`src/rtl/stack_sequencer_if.sv`:
```
// Bundles the request, data-memory and response handshakes of stack_sequencer.
// The sequencer connects through the slave modport; the core/memory side uses master.
interface stack_sequencer_if #(
   parameter int ADDR_W = 32
);
   // Handshakes: a request is taken on a rising edge where req_valid && req_ready;
   // a memory access is in flight while mem_en is high and completes on a rising edge
   // with mem_ack high; a response is consumed on a rising edge where
   // resp_valid && resp_ready. All payloads hold steady while their valid is pending.
   logic              req_valid;
   logic [2:0]        req_op;
   logic [ADDR_W-1:0] req_data;
   logic              req_ready;
   logic              mem_en;
   logic              mem_we;
   logic [ADDR_W-1:0] mem_addr;
   logic [ADDR_W-1:0] mem_wdata;
   logic              mem_ack;
   logic [ADDR_W-1:0] mem_rdata;
   logic              resp_valid;
   logic              resp_ready;
   logic [ADDR_W-1:0] resp_data;
   logic              resp_err;

   modport slave (
      input  req_valid, req_op, req_data, mem_ack, mem_rdata, resp_ready,
      output req_ready, mem_en, mem_we, mem_addr, mem_wdata,
             resp_valid, resp_data, resp_err
   );

   modport master (
      output req_valid, req_op, req_data, mem_ack, mem_rdata, resp_ready,
      input  req_ready, mem_en, mem_we, mem_addr, mem_wdata,
             resp_valid, resp_data, resp_err
   );
endinterface

```
`src/rtl/stack_sequencer.sv`:
```
// PUSH/POP/CALL/RET sequencer that owns SP and drives a handshaked data-memory port.
// Define SP_BOUNDS_CHECK_EN to abort overflowing/underflowing ops instead of wrapping SP.
module stack_sequencer #(
   parameter int                ADDR_W   = 32,
   parameter logic [ADDR_W-1:0] SP_RESET = ADDR_W'(1023),
   parameter logic [ADDR_W-1:0] SP_LIMIT = '0
) (
   input  logic              clk,
   input  logic              rst,
   stack_sequencer_if.slave  bus,
   output logic [ADDR_W-1:0] sp,
   output logic [3:0]        dbg   // {sp at limit, sp at empty, state}
);

   localparam logic [1:0] S_IDLE = 2'd0;
   localparam logic [1:0] S_MEM  = 2'd1;
   localparam logic [1:0] S_RESP = 2'd2;

   localparam logic [2:0] OP_PUSH = 3'b001;
   localparam logic [2:0] OP_POP  = 3'b010;
   localparam logic [2:0] OP_CALL = 3'b011;
   localparam logic [2:0] OP_RET  = 3'b100;

   logic [1:0] state;
   logic       op_legal;
   logic       op_write;
   logic       at_limit;
   logic       at_empty;
   logic       bound_err;
   logic       req_err;

   assign op_legal = (bus.req_op == OP_PUSH) || (bus.req_op == OP_POP) ||
                     (bus.req_op == OP_CALL) || (bus.req_op == OP_RET);
   assign op_write = (bus.req_op == OP_PUSH) || (bus.req_op == OP_CALL);
   assign at_limit = (sp == SP_LIMIT);
   assign at_empty = (sp == SP_RESET);

`ifdef SP_BOUNDS_CHECK_EN
   assign bound_err = op_write ? at_limit : at_empty;
`else
   assign bound_err = 1'b0;
`endif

   assign req_err       = !op_legal || bound_err;
   assign bus.req_ready = (state == S_IDLE);
   assign dbg           = {at_limit, at_empty, state};

   always_ff @(posedge clk or posedge rst) begin
      if (rst) begin
         state          <= S_IDLE;
         sp             <= SP_RESET;
         bus.mem_en     <= 1'b0;
         bus.mem_we     <= 1'b0;
         bus.mem_addr   <= '0;
         bus.mem_wdata  <= '0;
         bus.resp_valid <= 1'b0;
         bus.resp_data  <= '0;
         bus.resp_err   <= 1'b0;
      end else begin
         case (state)
            S_IDLE: begin
               if (bus.req_valid) begin
                  if (req_err) begin
                     state          <= S_RESP;
                     bus.resp_valid <= 1'b1;
                     bus.resp_err   <= 1'b1;
                  end else begin
                     // The op and its data live on in mem_we/mem_wdata from here on.
                     state         <= S_MEM;
                     bus.mem_en    <= 1'b1;
                     bus.mem_we    <= op_write;
                     bus.mem_addr  <= op_write ? sp - 1'b1 : sp;
                     bus.mem_wdata <= op_write ? bus.req_data : '0;
                  end
               end
            end
            S_MEM: begin
               if (bus.mem_ack) begin
                  state          <= S_RESP;
                  bus.mem_en     <= 1'b0;
                  bus.resp_valid <= 1'b1;
                  if (bus.mem_we) begin
                     sp <= sp - 1'b1;
                  end else begin
                     sp            <= sp + 1'b1;
                     bus.resp_data <= bus.mem_rdata;
                  end
               end
            end
            S_RESP: begin
               if (bus.resp_ready) begin
                  state          <= S_IDLE;
                  bus.resp_valid <= 1'b0;
                  bus.resp_err   <= 1'b0;
                  bus.resp_data  <= '0;
               end
            end
            default: state <= S_IDLE;
         endcase
      end
   end

endmodule

```
`src/flat_wrapper.sv`:
```
// flat-port wrapper written by rule: the top's interface ports become plain ports
module stack_sequencer_flat 
#(
   parameter int                ADDR_W   = 32,
   parameter logic [ADDR_W-1:0] SP_RESET = ADDR_W'(1023),
   parameter logic [ADDR_W-1:0] SP_LIMIT = '0
)
  (clk, rst, sp, dbg, bus_req_valid, bus_req_op, bus_req_data, bus_mem_ack, bus_mem_rdata, bus_resp_ready, bus_req_ready, bus_mem_en, bus_mem_we, bus_mem_addr, bus_mem_wdata, bus_resp_valid, bus_resp_data, bus_resp_err);
  stack_sequencer_if #(.ADDR_W(ADDR_W)) bus_i ();
  input  logic clk;
  input  logic rst;
  output logic [ADDR_W-1:0] sp;
  output logic [3:0] dbg;
  input wire logic [$bits(bus_i.req_valid)-1:0] bus_req_valid;
  input wire logic [$bits(bus_i.req_op)-1:0] bus_req_op;
  input wire logic [$bits(bus_i.req_data)-1:0] bus_req_data;
  input wire logic [$bits(bus_i.mem_ack)-1:0] bus_mem_ack;
  input wire logic [$bits(bus_i.mem_rdata)-1:0] bus_mem_rdata;
  input wire logic [$bits(bus_i.resp_ready)-1:0] bus_resp_ready;
  output wire logic [$bits(bus_i.req_ready)-1:0] bus_req_ready;
  output wire logic [$bits(bus_i.mem_en)-1:0] bus_mem_en;
  output wire logic [$bits(bus_i.mem_we)-1:0] bus_mem_we;
  output wire logic [$bits(bus_i.mem_addr)-1:0] bus_mem_addr;
  output wire logic [$bits(bus_i.mem_wdata)-1:0] bus_mem_wdata;
  output wire logic [$bits(bus_i.resp_valid)-1:0] bus_resp_valid;
  output wire logic [$bits(bus_i.resp_data)-1:0] bus_resp_data;
  output wire logic [$bits(bus_i.resp_err)-1:0] bus_resp_err;
  assign bus_i.req_valid = bus_req_valid;
  assign bus_i.req_op = bus_req_op;
  assign bus_i.req_data = bus_req_data;
  assign bus_i.mem_ack = bus_mem_ack;
  assign bus_i.mem_rdata = bus_mem_rdata;
  assign bus_i.resp_ready = bus_resp_ready;
  assign bus_req_ready = bus_i.req_ready;
  assign bus_mem_en = bus_i.mem_en;
  assign bus_mem_we = bus_i.mem_we;
  assign bus_mem_addr = bus_i.mem_addr;
  assign bus_mem_wdata = bus_i.mem_wdata;
  assign bus_resp_valid = bus_i.resp_valid;
  assign bus_resp_data = bus_i.resp_data;
  assign bus_resp_err = bus_i.resp_err;
  stack_sequencer #(.ADDR_W(ADDR_W), .SP_RESET(SP_RESET), .SP_LIMIT(SP_LIMIT)) u_core (.clk(clk), .rst(rst), .bus(bus_i), .sp(sp), .dbg(dbg));
endmodule
```
`config.mk`:
```
export PLATFORM = sky130hd
export DESIGN_NAME = stack_sequencer_flat
export DESIGN_NICKNAME = d
export VERILOG_FILES = /design/src/rtl/stack_sequencer_if.sv /design/src/rtl/stack_sequencer.sv /design/src/flat_wrapper.sv
export SDC_FILE = /design/constraint.sdc
export NUM_CORES = 1
export LEC_CHECK = 0
export CORE_MARGIN = 4
export CORE_UTILIZATION = 46
export CTS_CLUSTER_SIZE = 12
export DETAILED_ROUTE_END_ITERATION = 8
export GPL_TIMING_DRIVEN = 0
export PLACE_DENSITY = 0.89
export SLEW_MARGIN = 10
export SYNTH_ARGS = -nofsm -noshare
export SYNTH_HDL_FRONTEND = slang
export SYNTH_SLANG_ARGS = --single-unit
```
`constraint.sdc`:
```
create_clock -name clk -period 6.1 [get_ports clk]
set_input_delay 1.83 -clock clk [delete_from_list [all_inputs] [get_ports clk]]
set_output_delay 1.83 -clock clk [all_outputs]
set_load 0.05 [all_outputs]
```
==> results.md <==
- The combined flip-flop and latch cell area is 3370 um^2.
- The core outline area is 13500 um^2.
- For this run, the top clock speed supported by timing is 0.187 GHz.
- The share of the Yosys chip area taken by registers is 0.526.
- The via count of the first global-routing pass came to 6020.
- Input and output buffers added on the ports amount to 208.
- The synthesized netlist occupies a cell area of 6400 um^2.
- The total die area is 15900 um^2.
- The routed design has 19000 um of wire.
- The H-tree was split into 4 levels.
- The initial antenna violation count was 0.
- The floorplan die width is 126 um.
- The CTS tree is done.
- The via density per instance is 5.59.
- The initial utilization of the core area, before any placement, comes to 0.476.
- The power share of the sequential group is 0.287.
- The analysis attributes to cell leakage a power of 3.96 nW.
- The number of cells upsized or downsized after cts is 0.
- The highest ir drop seen on vdd is 0.278 mV.
- The synthesized design contains 0 enable-type register cells.
- The vias after detailed routing is 6048.
- Among all flip-flop cells after synthesis, the most frequent one is sky130_fd_sc_hd__dfrtp_1.
- The arrival time of data at the critical path endpoint is 3.52 ns.
- The first detailed-routing pass ran for 5 iterations.
- The antenna diode count is 0.
- For this run, the share of the core covered by cells in the final layout is 0.696.
- In this run the remaining antenna-violating nets after routing total 0.
- Headroom to the max-slew limit came out at 0.404.
- STA puts the critical path data required time at 4.27 ns.
- Synthesis handed over a netlist of 664 instances.
- Of the cells placed in the final design, the portion with a size suffix greater than 1 is 0.0729.
- For the pin with the worst max-slew slack, the measured transition is 0.888 ns.
- Setup repair after global routing left no endpoint under its margin.
- For this run, asynchronously set or reset flops after synthesis account for 1.00.
- The clock root buffer master is sky130_fd_sc_hd__clkbuf_16.
- The post-synth net total is 738.
- The most common cell after layout, fill and taps aside is sky130_fd_sc_hd__clkdlybuf4s50_1.
- In the finished design, the share of the clock period the worst path needs comes to 0.878.
- The count of placed standard cells including taps is 1049.
- For this run, design rule violations remaining after detail routing come to 0.
- The height of the die is 126 um.
- The biggest fanout along the worst timing path is 10.
- The routed wirelength normalized by instance count is 17.6 um.
- Counting the buffers created by CTS gives 17.
- In the final layout, the multi-input gates occupy 2750 um^2.
- Of the total power, the clock network draws 0.240.
- The flop and latch count out of synthesis is 134.
- The total number of clock tree sinks is 134.
- The completed layout was analyzed and its total power is 4.52 mW.
- The mean instance size in the synthesized netlist is 9.64 um^2.
- The number of warnings printed during yosys synthesis is 0.
- At the end of routability-driven placement, the weighted congestion stood at 0.947.
- The final-layout worst hold slack is 0.465 ns.
- Yosys mapped the design onto 52 distinct sky130hd cell types.
- The run finished with clean final reports.
- Global routing finished with a remaining overflow of 0.
- The post-CTS setup buffer count is 0.
- The clock transition at the registers of the reported paths is 0.06 ns.
- The site row count is 42.
- The switching share of power is 0.443.
- The critical path startpoint category is a flop.
- The clock passes through at most 2 buffers.
- The first global-routing pass estimated 31200 um of wire.
- Adding up every negative setup slack in the final design gives 0 ns.
- The switching power is 2.00 mW.
- The layout has 1045 filler cells.
- The power density normalized to cell area is 482 nW/um^2.
- The count of pins on the block boundary is 209.
- The final worst clock skew is 0.00657 ns.
- For this run, the number of standard cells in the final layout without fillers is 1081.
- The worst setup path is captured at a primary output.
- The number of pins with negative max-slew slack in the final report is 0.
- Entering global routing, the biggest net connects 82 pins.
- The clock period minus final worst setup slack is 5.35 ns.
- The cell internal power dissipation is 2.52 mW.
- The worst min-delay path class is flop to flop.
- Across every metal layer, demand over resource in global routing totals 0.244.
- The total of endpoints with negative setup slack in the final report is 0.
- The critical path is of the flop to primary output type.
- The tool flagged a number of max-cap violations equal to 0.
- Hold repair after CTS inserted 0 buffers.
- The final net count is 966.
- Detailed placement finished with a half-perimeter wire length of 13700 um.
- The share of total power dissipated in combinational logic is 0.473.
- After the first detailed-routing iteration, the DRC count stood at 503.
- In the layout the commonest cells are sky130_fd_sc_hd__clkdlybuf4s50_1 (208), sky130_fd_sc_hd__dfrtp_1 (124), sky130_fd_sc_hd__nand2_1 (115).
- The area growth from synthesis to layout is 46.3%.
- The clock latency on the worst-skew pair is 0.42 ns.
- The number of hold violations in the final report came to 0.
[layer usage]
layer | up-vias | GRT usage | part of all wire
met5 | - | 0 | 0
met1 | 2840 | 0.319 | 0.40
met3 | 62 | 0.0737 | 0.097
li1 | 2795 | - | -
met4 | 0 | 0.0845 | 0.029
met2 | 351 | 0.388 | 0.47
[area by class of cell]
class | instances | share of cell area
Buffer | 57 | 0.0270
Clock buffer | 19 | 0.0484
Clock inverter | 13 | 0.0190
Inverter | 9 | 0.00414
Multi-Input combinational cell | 464 | 0.294
Sequential cell | 134 | 0.359
Tap cell | 176 | 0.0235
Timing Repair Buffer | 209 | 0.225
[cell families (layout without fill, tap and decap cells)]
family / after synthesis / in the layout / share of synthesized area
AND/OR/NAND/NOR: 290 / 290 / 0.223
flip-flops: 134 / 134 / 0.526
AO/OA/AOI/OAI: 108 / 108 / 0.114
buffers and inverters: 66 / 307 / 0.0448
XOR/XNOR: 62 / 62 / 0.0848
adder cells (fa/ha/maj): 2 / 2 / 0.00391
multiplexers: 2 / 2 / 0.00332
[cells in the mapped netlist (2+ instances only)]
| library cell | instances | area [um^2] |
|---|---|---|
| sky130_fd_sc_hd__dfrtp_1 | 124 | 3100 |
| sky130_fd_sc_hd__nand2_1 | 115 | 432 |
| sky130_fd_sc_hd__xnor2_1 | 46 | 403 |
| sky130_fd_sc_hd__clkbuf_1 | 45 | 169 |
| sky130_fd_sc_hd__nand3_1 | 42 | 210 |
| sky130_fd_sc_hd__o21ai_0 | 34 | 170 |
| sky130_fd_sc_hd__a22o_1 | 32 | 280 |
| sky130_fd_sc_hd__nor2_1 | 30 | 113 |
| sky130_fd_sc_hd__nor3_1 | 30 | 150 |
| sky130_fd_sc_hd__nor4_1 | 20 | 125 |
| sky130_fd_sc_hd__a21oi_1 | 16 | 80.1 |
| sky130_fd_sc_hd__xor2_1 | 16 | 140 |
| sky130_fd_sc_hd__dfstp_2 | 10 | 263 |
| sky130_fd_sc_hd__or3_1 | 10 | 62.6 |
| sky130_fd_sc_hd__a31oi_1 | 9 | 56.3 |
| sky130_fd_sc_hd__inv_1 | 9 | 33.8 |
| sky130_fd_sc_hd__nand4_1 | 9 | 56.3 |
| sky130_fd_sc_hd__buf_2 | 7 | 35.0 |
| sky130_fd_sc_hd__and4_1 | 6 | 52.6 |
| sky130_fd_sc_hd__or4_1 | 5 | 37.5 |
| sky130_fd_sc_hd__and3_1 | 4 | 25.0 |
| sky130_fd_sc_hd__o32ai_1 | 4 | 35.0 |
| sky130_fd_sc_hd__buf_6 | 3 | 33.8 |
| sky130_fd_sc_hd__or2_2 | 3 | 18.8 |
| sky130_fd_sc_hd__a32oi_1 | 2 | 17.5 |
| sky130_fd_sc_hd__buf_4 | 2 | 15.0 |
| sky130_fd_sc_hd__ha_1 | 2 | 25.0 |
| sky130_fd_sc_hd__nand3b_1 | 2 | 15.0 |
| sky130_fd_sc_hd__nor2b_1 | 2 | 12.5 |
| sky130_fd_sc_hd__nor4_2 | 2 | 25.0 |
| sky130_fd_sc_hd__o31ai_1 | 2 | 15.0 |
[sequential cells by signal, indices dropped and copies added, names as in the netlist]
signal,flops
u_core.state,2
u_core.bus.resp_valid,1
u_core.bus.mem_wdata,32
u_core.bus.resp_err,1
u_core.bus.mem_addr,32
u_core.bus.mem_we,1
u_core.sp,32
u_core.bus.resp_data,32
u_core.bus.mem_en,1
[power groups by stage]
| stage | clock, mW | combinational [mW] | sequential [mW] |
|---|---|---|---|
| after floorplan | 0 | 0.621 | 2.07 |
| after global placement | 0 | 2.10 | 1.30 |
| after detailed placement | 0 | 2.12 | 1.30 |
| after CTS | 1.10 | 2.13 | 1.30 |
| after global routing | 1.13 | 2.25 | 1.33 |
| final | 1.08 | 2.14 | 1.30 |
[per-stage QoR]
step | setup slack (ns) | area, um^2
6_report | 0.747 | 9370
5_1_grt | 0.529 | 9370
3_3_place_gp | -1.10 | 8700
4_1_cts | 0.745 | 9370
2_1_floorplan | 0.704 | 6400
3_5_place_dp | 1.21 | 8740
[worst paths after layout]
check                                                startpoint                                    to  slack [ns]  depth (start not counted)
max                                   u_core.sp[24]$_DFFE_PP0P_                                dbg[3]        0.75                          8
min                        u_core.bus.mem_wdata[28]$_DFFE_PP0P_  u_core.bus.mem_wdata[28]$_DFFE_PP0P_        0.46                          2
max reg2reg                       u_core.bus.mem_we$_DFFE_PP0P_             u_core.sp[26]$_DFFE_PP0P_        3.43                          7
min reg2reg                u_core.bus.mem_wdata[28]$_DFFE_PP0P_  u_core.bus.mem_wdata[28]$_DFFE_PP0P_        0.46                          2
max in group asynchronous                                   rst              u_core.sp[8]$_DFFE_PP1P_        3.48                          3
min in group asynchronous                                   rst   u_core.bus.resp_data[5]$_DFFE_PP0P_        1.83                          2
[worst max-delay path: stages, from the launching register on]
cell	delay, ns
sky130_fd_sc_hd__dfrtp_1	0.37
sky130_fd_sc_hd__buf_2	0.18
sky130_fd_sc_hd__or4_1	0.54
sky130_fd_sc_hd__or4_1	0.51
sky130_fd_sc_hd__nor3_1	0.17
sky130_fd_sc_hd__nand3b_1	0.12
sky130_fd_sc_hd__nor3_1	0.24
sky130_fd_sc_hd__buf_4	0.16
sky130_fd_sc_hd__clkdlybuf4s50_1	0.81
(Power assumes the default switching activity.)
==> variant 1, RTL diff (same flow settings) <==
`ADDR_W` is set to 32 in 3 places; all go to 48.
--- a/src/rtl/stack_sequencer_if.sv
+++ b/src/rtl/stack_sequencer_if.sv
@@ -1,7 +1,7 @@
 // Bundles the request, data-memory and response handshakes of stack_sequencer.
 // The sequencer connects through the slave modport; the core/memory side uses master.
 interface stack_sequencer_if #(
-   parameter int ADDR_W = 32
+   parameter int ADDR_W = 48
 );
    // Handshakes: a request is taken on a rising edge where req_valid && req_ready;
    // a memory access is in flight while mem_en is high and completes on a rising edge
--- a/src/rtl/stack_sequencer.sv
+++ b/src/rtl/stack_sequencer.sv
@@ -1,7 +1,7 @@
 // PUSH/POP/CALL/RET sequencer that owns SP and drives a handshaked data-memory port.
 // Define SP_BOUNDS_CHECK_EN to abort overflowing/underflowing ops instead of wrapping SP.
 module stack_sequencer #(
-   parameter int                ADDR_W   = 32,
+   parameter int                ADDR_W   = 48,
    parameter logic [ADDR_W-1:0] SP_RESET = ADDR_W'(1023),
    parameter logic [ADDR_W-1:0] SP_LIMIT = '0
 ) (
--- a/src/flat_wrapper.sv
+++ b/src/flat_wrapper.sv
@@ -1,7 +1,7 @@
 // flat-port wrapper written by rule: the top's interface ports become plain ports
 module stack_sequencer_flat 
 #(
-   parameter int                ADDR_W   = 32,
+   parameter int                ADDR_W   = 48,
    parameter logic [ADDR_W-1:0] SP_RESET = ADDR_W'(1023),
    parameter logic [ADDR_W-1:0] SP_LIMIT = '0
 )
Interface: changed (6 resized); port bits go from 209 to 305. No check against the original RTL was run, so the function may have changed too.
==> variant 1 against the unedited design <==
Cell area grew 51%; synthesized area grew 56%; count of clock-buffer cells in the layout unchanged; fmax is 9.7% lower; routed wire length grew 86%; total power grew 66%; worst hold slack improved by 0.0048 ns; setup slack worse by 0.58 ns; sequential cell count increased by 64; critical path type unchanged; critical endpoint is now dbg[2].
==> variant 1: results (changes against the unedited design) <==
STATUS='finished, final reports clean'
ROUTEDWLPERCELL_MICRONS=21.0  # +19%
SYNTH.DISTINCT_CELLS=61  # +17%
P_COMB_FRAC=0.569  # +0.096
FRACTION_OF_MET2_TRACKS_USED_BY_GLOBAL_ROUTING=0.478  # +0.0904
ROUTE.FINAL.WIRE_LENGTH_MICRONS=35300  # +86%
CLK_LATENCY_NS=0.44  # +0.02 ns
ROUTE.VIAS.TOTAL=9788  # +62%
YOSYS-TOP-CELLS-COUNT='sky130_fd_sc_hd__dfrtp_1 (188), sky130_fd_sc_hd__nand2_1 (183), sky130_fd_sc_hd__nand3_1 (93)'
SYN_INST=1068  # +61%
POWER_REPORT.INTERNAL_TOTAL_mW=3.66  # +46%
R2R-START='u_core.sp[25]'
LARGEST_NET_DEGREE_AT_THE_START_OF_GLOBAL_ROUTING=40  # -51%
SYNTH_TOP_AREA_SHARE=0.471  # -0.0134
PLACE.PORT_BUFFERS=304  # +46%
PLACEDCELLCOUNT=1654  # +58%
PLACE_CONGESTION=1.02  # +7.5%
DETAILEDPLACEMENTHPWL_MICRONS=27000  # +97%
FINAL_LAYOUT_SIZE_SUFFIX_GT1_FRAC=0.0723  # -0.000639
POWER_SEQUENTIAL_mW=2.09  # +61%
WORST_SETUP_HOLD_PATH_CLK_SLEW_NS=0.08  # +0.02 ns
MAXIMUM_NET_FANOUT_ON_THE_CRITICAL_PATH=8  # -2
NUM-FILL-CELLS=1674  # +60%
NUM-NETS-FINAL=1505  # +56%
WORST_EP_ARRIVAL_TIME_NS=4.10  # +0.58 ns
MIN_DELAY_WORST_ENDPOINT='u_core.bus.mem_wdata[1]'
USE_MET3=0.0651  # -0.00858
GLOBAL_ROUTE_MET1_USAGE=0.381  # +0.0616
CRITICAL-PATH-MAX-STAGE-DELAY_NS=0.79  # -0.02 ns
CELLLEAKAGEPOWER_nW=5.97  # +51%
SETUP.REG_TO_REG.WORST_SLACK_NS=3.03  # -0.40 ns
MAXIMUM_CLOCK_FREQUENCY_MHz=169  # -9.7%
NETSWITCHINGFRACTION=0.512  # +0.0692
CRIT_PATH_END='dbg[2]'
R2R.WORST_PATH.CELLS=6  # -1
GROUTE.USAGE.OVERALL=0.291  # +0.0473
DETAIL_ROUTE.FIRST_PASS.ITERATIONS=6  # +1
REG2REG_END='u_core.sp[34]'
PRE_CTS_SLACK_NS=0.428  # -0.785 ns
-- variant 1: layout make-up --
class / count / area share
buffer: 97 / 0.0316
clock buffer: 19 / 0.0321
clock inverter: 13 / 0.0109
inverter: 10 / 0.00292
multi-input combinational: 763 / 0.322
sequential: 198 / 0.352
tap: 275 / 0.0244
timing repair buffer: 311 / 0.225
-- variant 1: repair_timing --
item | in CTS | in global routing
pin swaps | 0 | 1
hold buffers | 0 | 0
gates resized for setup | 1 | 1
setup endpoints to repair | 1 | 1
-- variant 1: routing by layer --
layer / part of all wire / wire, microns
met1: 0.40 / 14000
met2: 0.49 / 17300
met3: 0.084 / 2980
met4: 0.030 / 1060
met5: 0 / 0
-- variant 1: logic make-up after synthesis --
family	count (synthesis)	synth area share
AND/OR/NAND/NOR	512	0.266
AO/OA/AOI/OAI	164	0.110
flip-flops	198	0.498
XOR/XNOR	82	0.0719
buffers and inverters	107	0.0485
multiplexers	2	0.00201
adder cells (fa/ha/maj)	3	0.00376
==> variant 2, RTL diff (same settings) <==
Without the edit above. Make the reset (`rst`) synchronous in one clocked block.
--- a/src/rtl/stack_sequencer.sv
+++ b/src/rtl/stack_sequencer.sv
@@ -45,7 +45,7 @@
    assign bus.req_ready = (state == S_IDLE);
    assign dbg           = {at_limit, at_empty, state};
 
-   always_ff @(posedge clk or posedge rst) begin
+   always_ff @(posedge clk) begin
       if (rst) begin
          state          <= S_IDLE;
          sp             <= SP_RESET;
Check against the original RTL: differs if rst is asserted again (counterexample within 4 cycles, from zero or initial values and one cycle with rst high); with rst held inactive, the same outputs for 4 cycles.
==> variant 2 against the unedited design <==
Synthesized cell count is 26% higher; sequential cell count unchanged; utilization down 0.98 points; synthesized area grew 3.7%; clock skew up 0.0010 ns; fmax is 0.88% lower; register-to-register slack got worse by 0.33 ns; cell area up 2.5%; setup slack worse by 0.048 ns; routed wire length grew 16%; sequential share of layout area decreased by 8.0 points; worst hold slack worse by 0.015 ns.
Power is not compared: it rests on default switching activity, and its combinational part moved more than twofold at a synthesized area within 25%.
==> variant 2: results (changes against the unedited design) <==
PLACEDCELLCOUNT=1222  # +16%
SYNTH.DISTINCT_CELLS=58  # +12%
SETUP.REG_TO_REG.WORST_SLACK_NS=3.10  # -0.33 ns
ROUTE.VIAS.TOTAL=7145  # +18%
FP.COREAREA_SQ_UM=14000  # +4.0%
LARGEST_CELLS_BY_AREA_AFTER_SYNTHESIS='sky130_fd_sc_hd__dfxtp_1 (40%), sky130_fd_sc_hd__nand3_1 (7.2%), sky130_fd_sc_hd__a21oi_1 (6.3%)'
FIRST_ITER_VIOLATIONS=619  # +23%
DETAILEDPLACEMENTHPWL_MICRONS=16300  # +19%
CTS.ROOT.BUFFER_CELL='sky130_fd_sc_hd__clkbuf_16'
FINAL_LAYOUT_SIZE_SUFFIX_GT1_FRAC=0.0615  # -0.0115
MIN_DELAY_WORST_ENDPOINT='u_core.bus.resp_data[17]'
NUM-NETS-FINAL=1138  # +18%
SYN_NETS=911  # +23%
CLOCKBUFFERDEPTH=2  # unchanged
WORST_EP_ARRIVAL_TIME_NS=3.57  # +0.05 ns
STATUS='finished, final reports clean'
SYNTH.YOSYS.WARNINGS=0  # unchanged
LARGEST_NET_DEGREE_AT_THE_START_OF_GLOBAL_ROUTING=17  # -79%
R2R.WORST_PATH.CELLS=9  # +2
WORSTHOLDSTART='u_core.bus.resp_data[17]'
GRT_PASS1_WL_MICRONS=35400  # +14%
ROUTED-WL-MET3_MICRONS=2300  # +24%
GROUTE.USAGE.OVERALL=0.267  # +0.0231
DETAIL_ROUTE.FIRST_PASS.ITERATIONS=7  # +2
R2R-START='u_core.sp[0]'
FIRST_GLOBAL_VIAS=7047  # +17%
SYN_INST=834  # +26%
DR_WL_MET2_MICRONS=10100  # +13%
PLACE_CONGESTION=0.985  # +4.1%
WORST_SLEW_MARGIN_REL=0.417  # +0.0134
FIN_WORST_SKEW_NS=0.00762  # +0.00104 ns
NUM_ANTENNA_CELLS=0  # unchanged
MAXIMUM_NET_FANOUT_ON_THE_CRITICAL_PATH=10  # unchanged
HOLDPATHSTAGES=2  # unchanged
ROUTEDWLPERCELL_MICRONS=17.5  # -0.21%
CTS.HTREE.LEVELS=4  # unchanged
REG2REG_END='u_core.sp[30]'
YOSYS-TOP-CELLS-COUNT='sky130_fd_sc_hd__dfxtp_1 (134), sky130_fd_sc_hd__nand3_1 (95), sky130_fd_sc_hd__nand2_1 (87)'
PLACE.PORT_BUFFERS=208  # unchanged
HP-CLASS='flip-flop to flip-flop'
FINISH.CELL_COUNT_WITHOUT_FILLERS=1254  # +16%
CTS_BUFFERS=17  # unchanged
SYNTH_SEQ_AREA_SHARE=0.404  # -0.122
CLK_LATENCY_NS=0.42  # about the same
ASYNC_RESET_FF_FRAC=0  # -1.00
CELLLEAKAGEPOWER_nW=3.20
ANTENNA_VIOLATIONS_BEFORE_REPAIR=0  # unchanged
MAXUSEDROUTINGLAYER='met4'
WIRELENGTH_MET1_MICRONS=8770  # +15%
## variant 2: cells by family (layout without fill, tap and decap cells)
kind of cell	Yosys count	in the layout	share of synthesized area
flip-flops	134	134	0.404
AO/OA/AOI/OAI	156	156	0.148
buffers and inverters	93	333	0.0571
adder cells (fa/ha/maj)	5	5	0.00942
multiplexers	7	7	0.0113
AND/OR/NAND/NOR	400	400	0.318
XOR/XNOR	39	39	0.0515
## variant 2: stage by stage
stage,hold slack (ns),area [sq um],utilization,setup slack (ns),power [mW]
2_1_floorplan,0.669,6640,-,2.01,1.52
3_3_place_gp,0.437,8950,0.640,1.20,1.79
3_5_place_dp,0.443,8950,0.640,1.18,1.80
4_1_cts,0.450,9600,0.686,0.703,2.94
5_1_grt,0.465,9600,0.686,0.566,3.05
6_report,0.450,9600,0.686,0.699,2.94
## variant 2: worst max path at each step
stage | startpoint | endpoint | slack, ns | depth (start not counted)
floorplan | u_core.sp[0] | dbg[3] | 2.01 | 8
global placement | u_core.sp[12] | dbg[2] | 1.20 | 8
detailed placement | u_core.sp[12] | dbg[2] | 1.18 | 8
CTS | u_core.sp[12] | dbg[2] | 0.70 | 8
global route | u_core.sp[12] | dbg[2] | 0.57 | 8
finish | u_core.sp[12] | dbg[2] | 0.70 | 8
## variant 2: worst max-delay path, cell delays in order, from the launching register on
cell and delay (ns):
sky130_fd_sc_hd__dfxtp_1 0.31, sky130_fd_sc_hd__buf_2 0.18, sky130_fd_sc_hd__or3_1 0.50, sky130_fd_sc_hd__nor4_4 0.38
sky130_fd_sc_hd__clkbuf_1 0.39, sky130_fd_sc_hd__nand4_1 0.24, sky130_fd_sc_hd__nor2_1 0.23, sky130_fd_sc_hd__buf_4 0.13
sky130_fd_sc_hd__clkdlybuf4s50_1 0.78
## variant 2: where the power goes
part           internal, mW  switching, mW
registers             0.944         0.0380
clock network         0.749          0.401
logic                 0.268          0.538
## variant 2: per-layer routing
| metal | vias up | global-route usage |
|---|---|---|
| met5 | - | 0 |
| met4 | 0 | 0.115 |
| met3 | 58 | 0.0917 |
| met2 | 372 | 0.431 |
| met1 | 3274 | 0.324 |
| li1 | 3441 | - |
## variant 2: final cells by class
class / count / area, sq um
Inverter: 14 / 52.6
Tap cell: 180 / 225
Multi-Input combinational cell: 607 / 3580
Buffer: 79 / 327
Clock buffer: 21 / 460
Sequential cell: 134 / 2680
Timing Repair Buffer: 208 / 2080
Clock inverter: 11 / 196
Fill cell: 1169 / 4390
